<file path="config.mk">
export PLATFORM = sky130hd
export DESIGN_NAME = branch_resolve
export DESIGN_NICKNAME = d
export VERILOG_FILES = /design/src/rtl/branch_resolve_pkg.sv /design/src/rtl/branch_resolve_pred_shadow_stage.sv /design/src/rtl/branch_resolve.sv
export SDC_FILE = /design/constraint.sdc
export NUM_CORES = 1
export LEC_CHECK = 0
export CORE_MARGIN = 3
export CORE_UTILIZATION = 40
export CTS_BUF_LIST = sky130_fd_sc_hd__clkbuf_8
export DETAILED_ROUTE_END_ITERATION = 8
export HOLD_SLACK_MARGIN = 0.02
export PLACE_DENSITY = 0.7
export SLEW_MARGIN = 40
export SYNTH_ARGS = -nofsm -noshare
export SYNTH_HDL_FRONTEND = slang
export SYNTH_SLANG_ARGS = --single-unit
</file>
<file path="constraint.sdc">
create_clock -name clk -period 5.9 [get_ports clk]
set_input_delay 1.475 -clock clk [delete_from_list [all_inputs] [get_ports clk]]
set_output_delay 1.475 -clock clk [all_outputs]
set_load 0.01 [all_outputs]
</file>
<file path="src/rtl/branch_resolve_pkg.sv">
`default_nettype none
// ============================================================================
//  Module      : branch_resolve_pkg
//  Description : Shared definitions for the branch resolution block:
//                EX control-transfer class encoding and the sequential
//                instruction step.
//  Revision    : 1.0 - initial release
// ============================================================================
package branch_resolve_pkg;

    // EX instruction class as presented on ex_br_type
    typedef enum logic [1:0] {
        BR_NONE = 2'b00,
        BR_COND = 2'b01,
        BR_JAL  = 2'b10,
        BR_JALR = 2'b11
    } br_type_e;

    // Fall-through distance between consecutive instructions
    localparam int PC_STEP = 4;

endpackage : branch_resolve_pkg
`default_nettype wire

</file>
<file path="src/rtl/branch_resolve_pred_shadow_stage.sv">
`default_nettype none
// ============================================================================
//  Module      : pred_shadow_stage
//  Description : One stage of the prediction shadow pipeline. Holds the
//                {valid, pc, pred, target} record for the instruction that
//                occupies the matching core stage.
//                Edge priority: reset > flush > stall > advance.
//  Ports       : clk, rst (sync, active-low)
//                i_stall, i_flush          - pipeline control
//                i_valid/i_pc/i_pred/i_target - record from previous stage
//                o_valid/o_pc/o_pred/o_target - record held by this stage
//  Revision    : 1.0 - initial release
// ============================================================================
module pred_shadow_stage #(
    parameter int PC_W = 32
) (
    input  logic            clk,
    input  logic            rst,
    input  logic            i_stall,
    input  logic            i_flush,
    input  logic            i_valid,
    input  logic [PC_W-1:0] i_pc,
    input  logic [1:0]      i_pred,
    input  logic [PC_W-1:0] i_target,
    output logic            o_valid,
    output logic [PC_W-1:0] o_pc,
    output logic [1:0]      o_pred,
    output logic [PC_W-1:0] o_target
);

    logic            r_valid;
    logic [PC_W-1:0] r_pc;
    logic [1:0]      r_pred;
    logic [PC_W-1:0] r_target;

    // Only the valid bit needs clearing; payload is don't-care when invalid.
    always_ff @(posedge clk) begin
        if (!rst) begin
            r_valid <= 1'b0;
        end else if (i_flush) begin
            r_valid <= 1'b0;
        end else if (!i_stall) begin
            r_valid <= i_valid;
        end
    end

    always_ff @(posedge clk) begin
        if (!i_stall) begin
            r_pc     <= i_pc;
            r_pred   <= i_pred;
            r_target <= i_target;
        end
    end

    assign o_valid  = r_valid;
    assign o_pc     = r_pc;
    assign o_pred   = r_pred;
    assign o_target = r_target;

endmodule : pred_shadow_stage
`default_nettype wire

</file>
<file path="src/rtl/branch_resolve.sv">
`default_nettype none
// ============================================================================
//  Module      : branch_resolve
//  Description : Tracks the fetch-time prediction of each instruction down to
//                EX, compares predicted and actual next PC, raises a same-cycle
//                redirect on mispredict, emits a registered one-cycle
//                predictor update and keeps saturating statistics counters.
//  Ports       : clk, rst (sync, active-low)
//                if_valid, if_pc, if_pred, if_pred_target - fetch slot
//                stall, flush_ext                         - core control
//                ex_br_type, ex_taken, ex_target          - EX resolution
//                redirect, redirect_pc                    - refetch request
//                upd_w_en, upd_br_in, upd_pc, upd_target  - predictor write
//                br_cnt, miss_cnt                         - statistics
//  Revision    : 1.0 - initial release
// ============================================================================
module branch_resolve
    import branch_resolve_pkg::*;
#(
    parameter int PC_W  = 32,
    parameter int CNT_W = 32
) (
    input  logic             clk,
    input  logic             rst,
    input  logic             if_valid,
    input  logic [PC_W-1:0]  if_pc,
    input  logic [1:0]       if_pred,
    input  logic [PC_W-1:0]  if_pred_target,
    input  logic             stall,
    input  logic             flush_ext,
    input  logic [1:0]       ex_br_type,
    input  logic             ex_taken,
    input  logic [PC_W-1:0]  ex_target,
    output logic             redirect,
    output logic [PC_W-1:0]  redirect_pc,
    output logic [1:0]       upd_w_en,
    output logic             upd_br_in,
    output logic [PC_W-1:0]  upd_pc,
    output logic [PC_W-1:0]  upd_target,
    output logic [CNT_W-1:0] br_cnt,
    output logic [CNT_W-1:0] miss_cnt
);

    localparam logic [PC_W-1:0] c_pc_step = PC_W'(PC_STEP);

    // ------------------------------------------------------------------
    // Shadow pipeline IF -> ID -> EX
    // ------------------------------------------------------------------
    logic            w_id_valid, w_ex_valid;
    logic [PC_W-1:0] w_id_pc, w_ex_pc;
    logic [1:0]      w_id_pred, w_ex_pred;
    logic [PC_W-1:0] w_id_target, w_ex_target_pred;
    logic            w_flush;
    logic            w_redirect;

    assign w_flush = w_redirect | flush_ext;

    pred_shadow_stage #(.PC_W(PC_W)) u_id_stage (
        .clk      (clk),
        .rst      (rst),
        .i_stall  (stall),
        .i_flush  (w_flush),
        .i_valid  (if_valid),
        .i_pc     (if_pc),
        .i_pred   (if_pred),
        .i_target (if_pred_target),
        .o_valid  (w_id_valid),
        .o_pc     (w_id_pc),
        .o_pred   (w_id_pred),
        .o_target (w_id_target)
    );

    pred_shadow_stage #(.PC_W(PC_W)) u_ex_stage (
        .clk      (clk),
        .rst      (rst),
        .i_stall  (stall),
        .i_flush  (w_flush),
        .i_valid  (w_id_valid),
        .i_pc     (w_id_pc),
        .i_pred   (w_id_pred),
        .i_target (w_id_target),
        .o_valid  (w_ex_valid),
        .o_pc     (w_ex_pc),
        .o_pred   (w_ex_pred),
        .o_target (w_ex_target_pred)
    );

    // ------------------------------------------------------------------
    // Resolution
    // ------------------------------------------------------------------
    br_type_e        w_type;
    logic            w_ex_fire;
    logic            w_fire;
    logic            w_taken;
    logic [PC_W-1:0] w_fall_pc;
    logic [PC_W-1:0] w_pred_next;
    logic [PC_W-1:0] w_act_next;
    logic            w_btb_we;

    assign w_type    = br_type_e'(ex_br_type);
    // The stall gate guarantees a single fire per EX instruction: the
    // instruction only fires on the cycle it leaves EX.
    assign w_ex_fire = w_ex_valid & ~stall & (w_type != BR_NONE);
    // An external flush or an active reset kills the resolution entirely.
    assign w_fire    = w_ex_fire & ~flush_ext & rst;

    assign w_taken     = (w_type == BR_COND) ? ex_taken : 1'b1;
    assign w_fall_pc   = w_ex_pc + c_pc_step;
    assign w_pred_next = (w_ex_pred[1] & w_ex_pred[0]) ? w_ex_target_pred : w_fall_pc;
    assign w_act_next  = w_taken ? ex_target : w_fall_pc;

    assign w_redirect  = w_fire & (w_pred_next != w_act_next);
    assign redirect    = w_redirect;
    assign redirect_pc = w_redirect ? w_act_next : '0;

    // BTB write: install/retarget on taken, invalidate a stale hit on not-taken.
    assign w_btb_we = w_taken ? (~w_ex_pred[0] | (w_ex_target_pred != ex_target))
                              : w_ex_pred[0];

    // ------------------------------------------------------------------
    // Registered predictor update
    // ------------------------------------------------------------------
    logic [1:0]      r_upd_w_en;
    logic            r_upd_br_in;
    logic [PC_W-1:0] r_upd_pc;
    logic [PC_W-1:0] r_upd_target;

    always_ff @(posedge clk) begin
        if (!rst) begin
            r_upd_w_en   <= 2'b00;
            r_upd_br_in  <= 1'b0;
            r_upd_pc     <= '0;
            r_upd_target <= '0;
        end else if (w_fire) begin
            r_upd_w_en   <= {(w_type == BR_COND), w_btb_we};
            r_upd_br_in  <= w_taken;
            r_upd_pc     <= w_ex_pc;
            r_upd_target <= ex_target;
        end else begin
            r_upd_w_en   <= 2'b00;
        end
    end

    assign upd_w_en   = r_upd_w_en;
    assign upd_br_in  = r_upd_br_in;
    assign upd_pc     = r_upd_pc;
    assign upd_target = r_upd_target;

    // ------------------------------------------------------------------
    // Saturating statistics
    // ------------------------------------------------------------------
    logic [CNT_W-1:0] r_br_cnt;
    logic [CNT_W-1:0] r_miss_cnt;

    always_ff @(posedge clk) begin
        if (!rst) begin
            r_br_cnt   <= '0;
            r_miss_cnt <= '0;
        end else begin
            if (w_fire && (r_br_cnt != '1)) begin
                r_br_cnt <= r_br_cnt + 1'b1;
            end
            if (w_redirect && (r_miss_cnt != '1)) begin
                r_miss_cnt <= r_miss_cnt + 1'b1;
            end
        end
    end

    assign br_cnt   = r_br_cnt;
    assign miss_cnt = r_miss_cnt;

endmodule : branch_resolve
`default_nettype wire

</file>
==> run metrics, run 1 <==
outcome=finished, violations left; violated checks=negative setup slack; Max H-tree Level=2; GR peak layer=met2; gr ovfl total=0; input/output buffers=269; Initial Util=41.04%; final period utilization=100.8%; hold_ws=0.4135 ns; Site Rows=64; Tot GR Track Use=25.30%; CTS tree=built; CP Class=primary input to output pin; # fillers=2706; Hold WC Path Type=flop to flop; CP max FO=5; Synth Area in Adders=0.2951%; Synth cell types=72; Hold Vio Cnt, Final=0; Critical Path RT=4.43 ns; DRT Pass-1 Iters=5; most numerous cell in the Yosys netlist=nand2_1; Post-synth EDFFs=132; met2 track utilization from global routing=39.40%; Bufs on Longest Clock Path=3; Pins Over Slew Limit=0; Hold-fix buffers, CTS=0; Compound-Gate Fraction of Synth Area=12.20%; placed cell count=1989; gpl congestion=0.9717; pwr dens=231.4 nW/um^2; pin count of the biggest net entering global routing=133; arrival time at the worst endpoint=4.47 ns; area share of the largest cell type after synthesis=31.17%; Clock Skew=0.02815 ns; fraction of layout cells with a size suffix above 1=17.21%; Max VDD drop=0.1729 mV; Slew headroom=44.30%; Setup crit end kind=output pin; GRT met1 Usage=34.26%; Seq/Total Area, Yosys=52.10%; Max-Cap Viols=0; Pleak=6.311 nW; Post-Syn Nets=1393; Post-Syn Instances=1284; core area=30990 um^2; die area=33970 um^2; post-route insts no fill=2089; netlist area before placement=12720 um^2; Remaining DRCs=0; ys async rst share=0%; syn avg cell area=9.905 um^2; TritonCTS Buffers=45; clk root buf=clkbuf_8; Vias/cell=5.567; Seq cells post-synth=265; final worst slack=-0.04988 ns; 1st-iter DRT viols=1014; global-route wire length before repair=66.15 mm; Slew @ Worst Pin=0.8291 ns; largest family of logic cells by synthesized area=simple AND/OR/NAND/NOR gates; Die Wd=184.3 um; Yosys top cell by area=edfxtp_1; Final Critical Period=5.950 ns; startpoint types=primary input; Yosys warning count=0; area grow syn2layout=39.09%; XOR/XNOR Fraction of Synth Area=9.985%; Final HPWL DP=32.48 mm; NumNets Final=1772; vias in the first global route=11373; io pins=270; Post-Route WL=44.36 mm; met3 Use GR=5.013%; Register Area=6626 um^2; CTS clk-pin slew, worst paths=0.06 ns; mux contribution to synthesized area=1.279%; detailed-route via count=11629; simple-gate share of the synthesized area=20.55%; # setup viols final=6; Die Y=184.3 um; maximum clock frequency=168.1 MHz; Final ANT Viol Nets=0; initial antenna violation count=2; Clock Sinks=265; Avg WL per Cell=21.24 um; synth top area cells=edfxtp_1 31%, dfxtp_1 21%, nand2_1 5.7%; predominant post-synthesis flop cell=dfxtp_1; footprint of the multi-input gates=5858 um^2; Worst-Skew Late Latency=0.57 ns; RSZ-0062 raised after global routing=true; synth cell count leaders=192 x nand2_1, 133 x dfxtp_1, 132 x edfxtp_1, 105 x a21oi_1, 92 x nor2_1
==> through the flow <==
stage	cell area (um^2)	utilization, %	setup slack (ns)	total power, mW	setup TNS (ns)
final	17690	57.08	-0.04988	4.093	-0.1521
after global routing	17690	57.08	-0.1283	4.248	-0.7091
after CTS	17610	56.83	-0.03051	4.114	-0.07454
after detailed placement	16520	53.31	-0.7469	2.554	-22.23
after global placement	16520	53.31	-0.7241	2.553	-21.53
after floorplan	12720	-	0.1443	2.303	0
==> power breakdown <==
group | total, mW | switching [mW] | internal (mW)
registers | 2.07 | 0.0546 | 2.02
logic | 0.489 | 0.252 | 0.237
clock network | 1.53 | 0.731 | 0.804
==> final cells by class <==
type / count / area share, %
timing repair buffer: 417 / 21.54
clock inverter: 26 / 0.8134
clock buffer: 49 / 3.812
antenna: 2 / 0.02829
sequential: 265 / 37.46
tap: 396 / 2.801
multi-input combinational: 915 / 33.12
inverter: 19 / 0.4244
==> timing repair <==
action | in CTS | in global routing
gates cloned | 2 | 0
setup endpoints to repair | 33 | 33
pin swaps | 8 | 12
setup buffers | 20 | 8
gates resized for setup | 164 | 61
==> final timing paths <==
path | from | to | slack, ns | depth (start not counted)
max | ex_target[1] | redirect_pc[8] | -0.05 | 14
min | u_id_stage.o_target[11] | u_ex_stage.o_target[11] | 0.41 | 0
max reg2reg | u_ex_stage.o_pc[2] | miss_cnt[17] | 1.31 | 16
min reg2reg | u_id_stage.o_target[11] | u_ex_stage.o_target[11] | 0.41 | 0
==> placed cells by master (no fill, tap or decap), types with 15 or more instances in the layout <==
| cell | count |
|---|---|
| clkdlybuf4s50_1 | 223 |
| nand2_1 | 192 |
| dfxtp_1 | 133 |
| edfxtp_1 | 132 |
| buf_4 | 129 |
| a21oi_1 | 102 |
| nor2_1 | 90 |
| xnor2_1 | 75 |
| clkbuf_8 | 49 |
| nand3_1 | 45 |
| xor2_1 | 37 |
| nand4_1 | 32 |
| inv_1 | 32 |
| buf_2 | 29 |
| nor3_1 | 27 |
| o21ai_0 | 24 |
| nor4_1 | 23 |
| or3_1 | 19 |
| and3_1 | 18 |
| o31ai_1 | 15 |
| a211oi_1 | 15 |
| or4_1 | 15 |
==> routing by layer <==
| metal | up-vias | wire length [um] |
|---|---|---|
| met4 | 0 | 1873 |
| met3 | 108 | 3787 |
| met2 | 538 | 20000 |
| li1 | 5421 | - |
| met1 | 5562 | 18700 |
| met5 | - | 0 |
==> logic make-up (layout without fill, tap and decap cells) <==
family          count (synthesis)  count (layout)
simple gates                  525             525
flops                         265             265
compound gates                245             245
xor+xnor                      126             126
buf+inv                       104             511
mux                            16              16
fa+ha+maj                       3               3
other cells                     0               2
==> worst max-delay path, stage by stage <==
cell and delay (ns):
clkdlybuf4s50_1 0.55, nor4_2 0.32, a2111o_1 0.14, o21ai_0 0.10, or4_4 0.54, a2111oi_4 0.19, nand4_1 0.20, o31ai_4 0.28
buf_6 0.15, buf_8 0.10, buf_8 0.11, buf_6 0.09, a311oi_1 0.04, buf_2 0.17
==> registers in the layout (all words and copies together) (netlist names), 2 cells and up <==
register / cells
br_cnt: 32
miss_cnt: 32
u_ex_stage.o_pc: 32
u_ex_stage.o_target: 32
u_id_stage.o_pc: 32
u_id_stage.o_target: 32
upd_pc: 32
upd_target: 32
u_ex_stage.o_pred: 2
u_id_stage.o_pred: 2
upd_w_en: 2
No activity file was read; power rests on OpenSTA's default activity.
==> run 2, diff against run 1 <==
--- a/config.mk
+++ b/config.mk
@@ -5,6 +5,7 @@
 export SDC_FILE = /design/constraint.sdc
 export NUM_CORES = 1
 export LEC_CHECK = 0
+export CORE_ASPECT_RATIO = 1.25
 export CORE_MARGIN = 3
 export CORE_UTILIZATION = 40
 export CTS_BUF_LIST = sky130_fd_sc_hd__clkbuf_8
==> run metrics, run 2 (synthesis results as in run 1) <==
Die Y=205.4 um (+11%); initial antenna violation count=1 (-1); post-layout util=56.34% (-0.74 points); Max-Cap Viols=0 (unchanged); Final HPWL DP=32.04 mm (-1.4%); Clock Skew=0.03138 ns (+0.003235 ns); final period utilization=100.1% (-0.76 points); CP max FO=16 (+11); setup TNS=-0.005090 ns (+0.1470 ns); final worst slack=-0.005090 ns (+0.04479 ns); Sw Ratio=25.16% (-0.19 points); die area=33990 um^2 (about the same); input/output buffers=269 (unchanged); met3 Use GR=4.350% (-0.66 points); CP Cell Sequence=buf_6 -> or3b_4 -> buf_8 -> buf_12 -> nand2_4 -> o221ai_2 -> or4_4 -> a2111oi_4 -> nand4_1 -> o31ai_4 -> buf_6 -> buf_8 -> buf_6 -> a311oi_2 -> buf_2; Site Rows=72 (+13%); io pins=270 (unchanged); placed cell count=1981 (-0.40%); CTS clk-pin slew, worst paths=0.07 ns (about the same); area of placed instances=16390 um^2 (-0.76%); Post-Route WL=44.31 mm (-0.13%); 1st-iter DRT viols=1082 (+6.7%); Pins Over Slew Limit=0 (unchanged); arrival time at the worst endpoint=4.43 ns (-0.04 ns); Final ANT Viol Nets=0 (unchanged); Worst-Skew Late Latency=0.58 ns (about the same); WHS Endpoint=u_ex_stage.o_target[11]; global-route wire length before repair=65.14 mm (-1.5%); violated checks=negative setup slack; GRT met1 Usage=31.52% (-2.7 points); Hold Vio Cnt, Final=0 (unchanged); Avg WL per Cell=21.28 um (+0.20%); Pint=3.140 mW (+2.7%); met2 track utilization from global routing=42.66% (+3.3 points); pin count of the biggest net entering global routing=84 (-37%); TritonCTS Buffers=45 (unchanged); Initial Util=40.80% (-0.24 points); power share of the clock group=39.5% (+2.0 points); slowest stage delay, CP=0.56 ns (about the same); Reg2Reg Setup Slack=1.48 ns (+0.17 ns); worst flop-to-flop path endpoint=miss_cnt[17]; most common cell after layout, fill and taps aside=clkdlybuf4s50_1; Comb power frac=11.2% (-0.7 points); slowest cell on the critical path=or4_4; Flop pwr share=49.3% (-1.3 points); RSZ-0062 raised after global routing=true; Critical Path RT=4.43 ns (about the same); Register Area=6626 um^2 (unchanged); startpoint types=primary input; Tot GR Track Use=25.02% (-0.28 points); Final Critical Period=5.905 ns (-0.04479 ns); R2R depth=14 (-2); Worst Hold Depth=0 (unchanged); Slew @ Worst Pin=0.8431 ns (+0.01397 ns); footprint of the multi-input gates=5831 um^2 (-0.47%); Slew headroom=43.80% (-0.51 points); NumNets Final=1746 (-1.5%); GR peak layer=met2; maximum clock frequency=169.3 MHz (+0.76%); Clock Sinks=265 (unchanged); critical path's most frequent cell=buf_6; Max VDD drop=0.1954 mV (+13%); Max H-tree Level=2 (unchanged); clk root buf=clkbuf_8; CP Class=primary input to output pin; area grow syn2layout=38.07%; core area=31170 um^2 (+0.58%); Setup crit end kind=output pin; Hold WC Path Type=flop to flop; Remaining DRCs=0 (unchanged); Vias/cell=5.500 (-1.2%); gpl congestion=0.9306 (-4.2%); detailed-route via count=11452 (-1.5%); Design Area, Final=17560 um^2 (-0.73%); Bufs on Longest Clock Path=3 (unchanged); hold path start=u_id_stage.o_target[11]; # fillers=2801 (+3.5%); Die Wd=165.5 um (-10%); CTS tree=built; gr ovfl total=0 (unchanged); most frequent cells in the layout=220 x clkdlybuf4s50_1, 190 x nand2_1, 133 x dfxtp_1; vias in the first global route=11113 (-2.3%); fraction of layout cells with a size suffix above 1=15.72% (-1.5 points); Pleak=6.250 nW (-0.98%); DRT Pass-1 Iters=5 (unchanged); outcome=finished, violations left; # setup viols final=1 (-5); RR Startpoint=u_ex_stage.o_pc[21]; NetSw=1.055 mW (+1.7%); pwr dens=238.9 nW/um^2 (+3.2%); post-route insts no fill=2082 (-0.34%)
-- run 2: worst max path at each step --
stage / from / end / slack (ns) / cells after the start
floorplan: ex_br_type[1] / redirect_pc[4] / 0.14 / 11
global placement: ex_br_type[0] / redirect_pc[8] / -0.65 / 12
detailed placement: ex_br_type[0] / redirect_pc[6] / -0.75 / 13
CTS: ex_taken / redirect_pc[11] / -0.08 / 14
global route: ex_br_type[1] / redirect_pc[8] / -0.09 / 17
finish: ex_taken / redirect_pc[8] / -0.005 / 15
-- run 2: through the flow --
stage | setup slack, ns | hold slack, ns | total power, mW
detailed placement | -0.7513 | 0.4045 | 2.545
global placement | -0.6527 | 0.4008 | 2.542
finish | -0.005090 | 0.4002 | 4.195
CTS | -0.08051 | 0.4029 | 4.218
floorplan | 0.1443 | 0.4003 | 2.303
global route | -0.09035 | 0.4179 | 4.343
-- run 2: worst max-delay path, delay by kind of cell --
kind                   cells  cell delay (ns)
AO/OA/AOI/OAI              4             0.71
buffers and inverters      7             0.99
AND/OR/NAND/NOR            4             1.23
-- run 2: metal layers --
metal / routed length, um / share of wire [%] / vias up
li1: - / - / 5376
met1: 17510 / 40 / 5485
met2: 22060 / 50 / 505
met3: 3146 / 7.1 / 86
met4: 1595 / 3.6 / 0
met5: 0 / 0 / -
-- run 2: final cells by class --
type | count | area share (%)
clock inverter | 34 | 1.290
timing repair buffer | 391 | 20.56
inverter | 19 | 0.4489
sequential | 265 | 37.73
clock buffer | 49 | 3.840
antenna | 2 | 0.02850
tap | 407 | 2.900
multi-input combinational | 915 | 33.20
-- run 2: power groups by stage --
stage	combinational, mW	sequential [mW]	clock, mW
CTS	0.455	2.07	1.70
global route	0.496	2.07	1.77
floorplan	0.222	2.08	0
global placement	0.440	2.10	0
detailed placement	0.440	2.11	0
finish	0.470	2.07	1.66
-- run 2: what timing repair did --
item | CTS | global route
hold buffers | 0 | 0
gates cloned | 2 | 1
setup endpoints to repair | 33 | 33
gates resized for setup | 150 | 59
buffers inserted | 7 | 7
pin swaps | 6 | 15
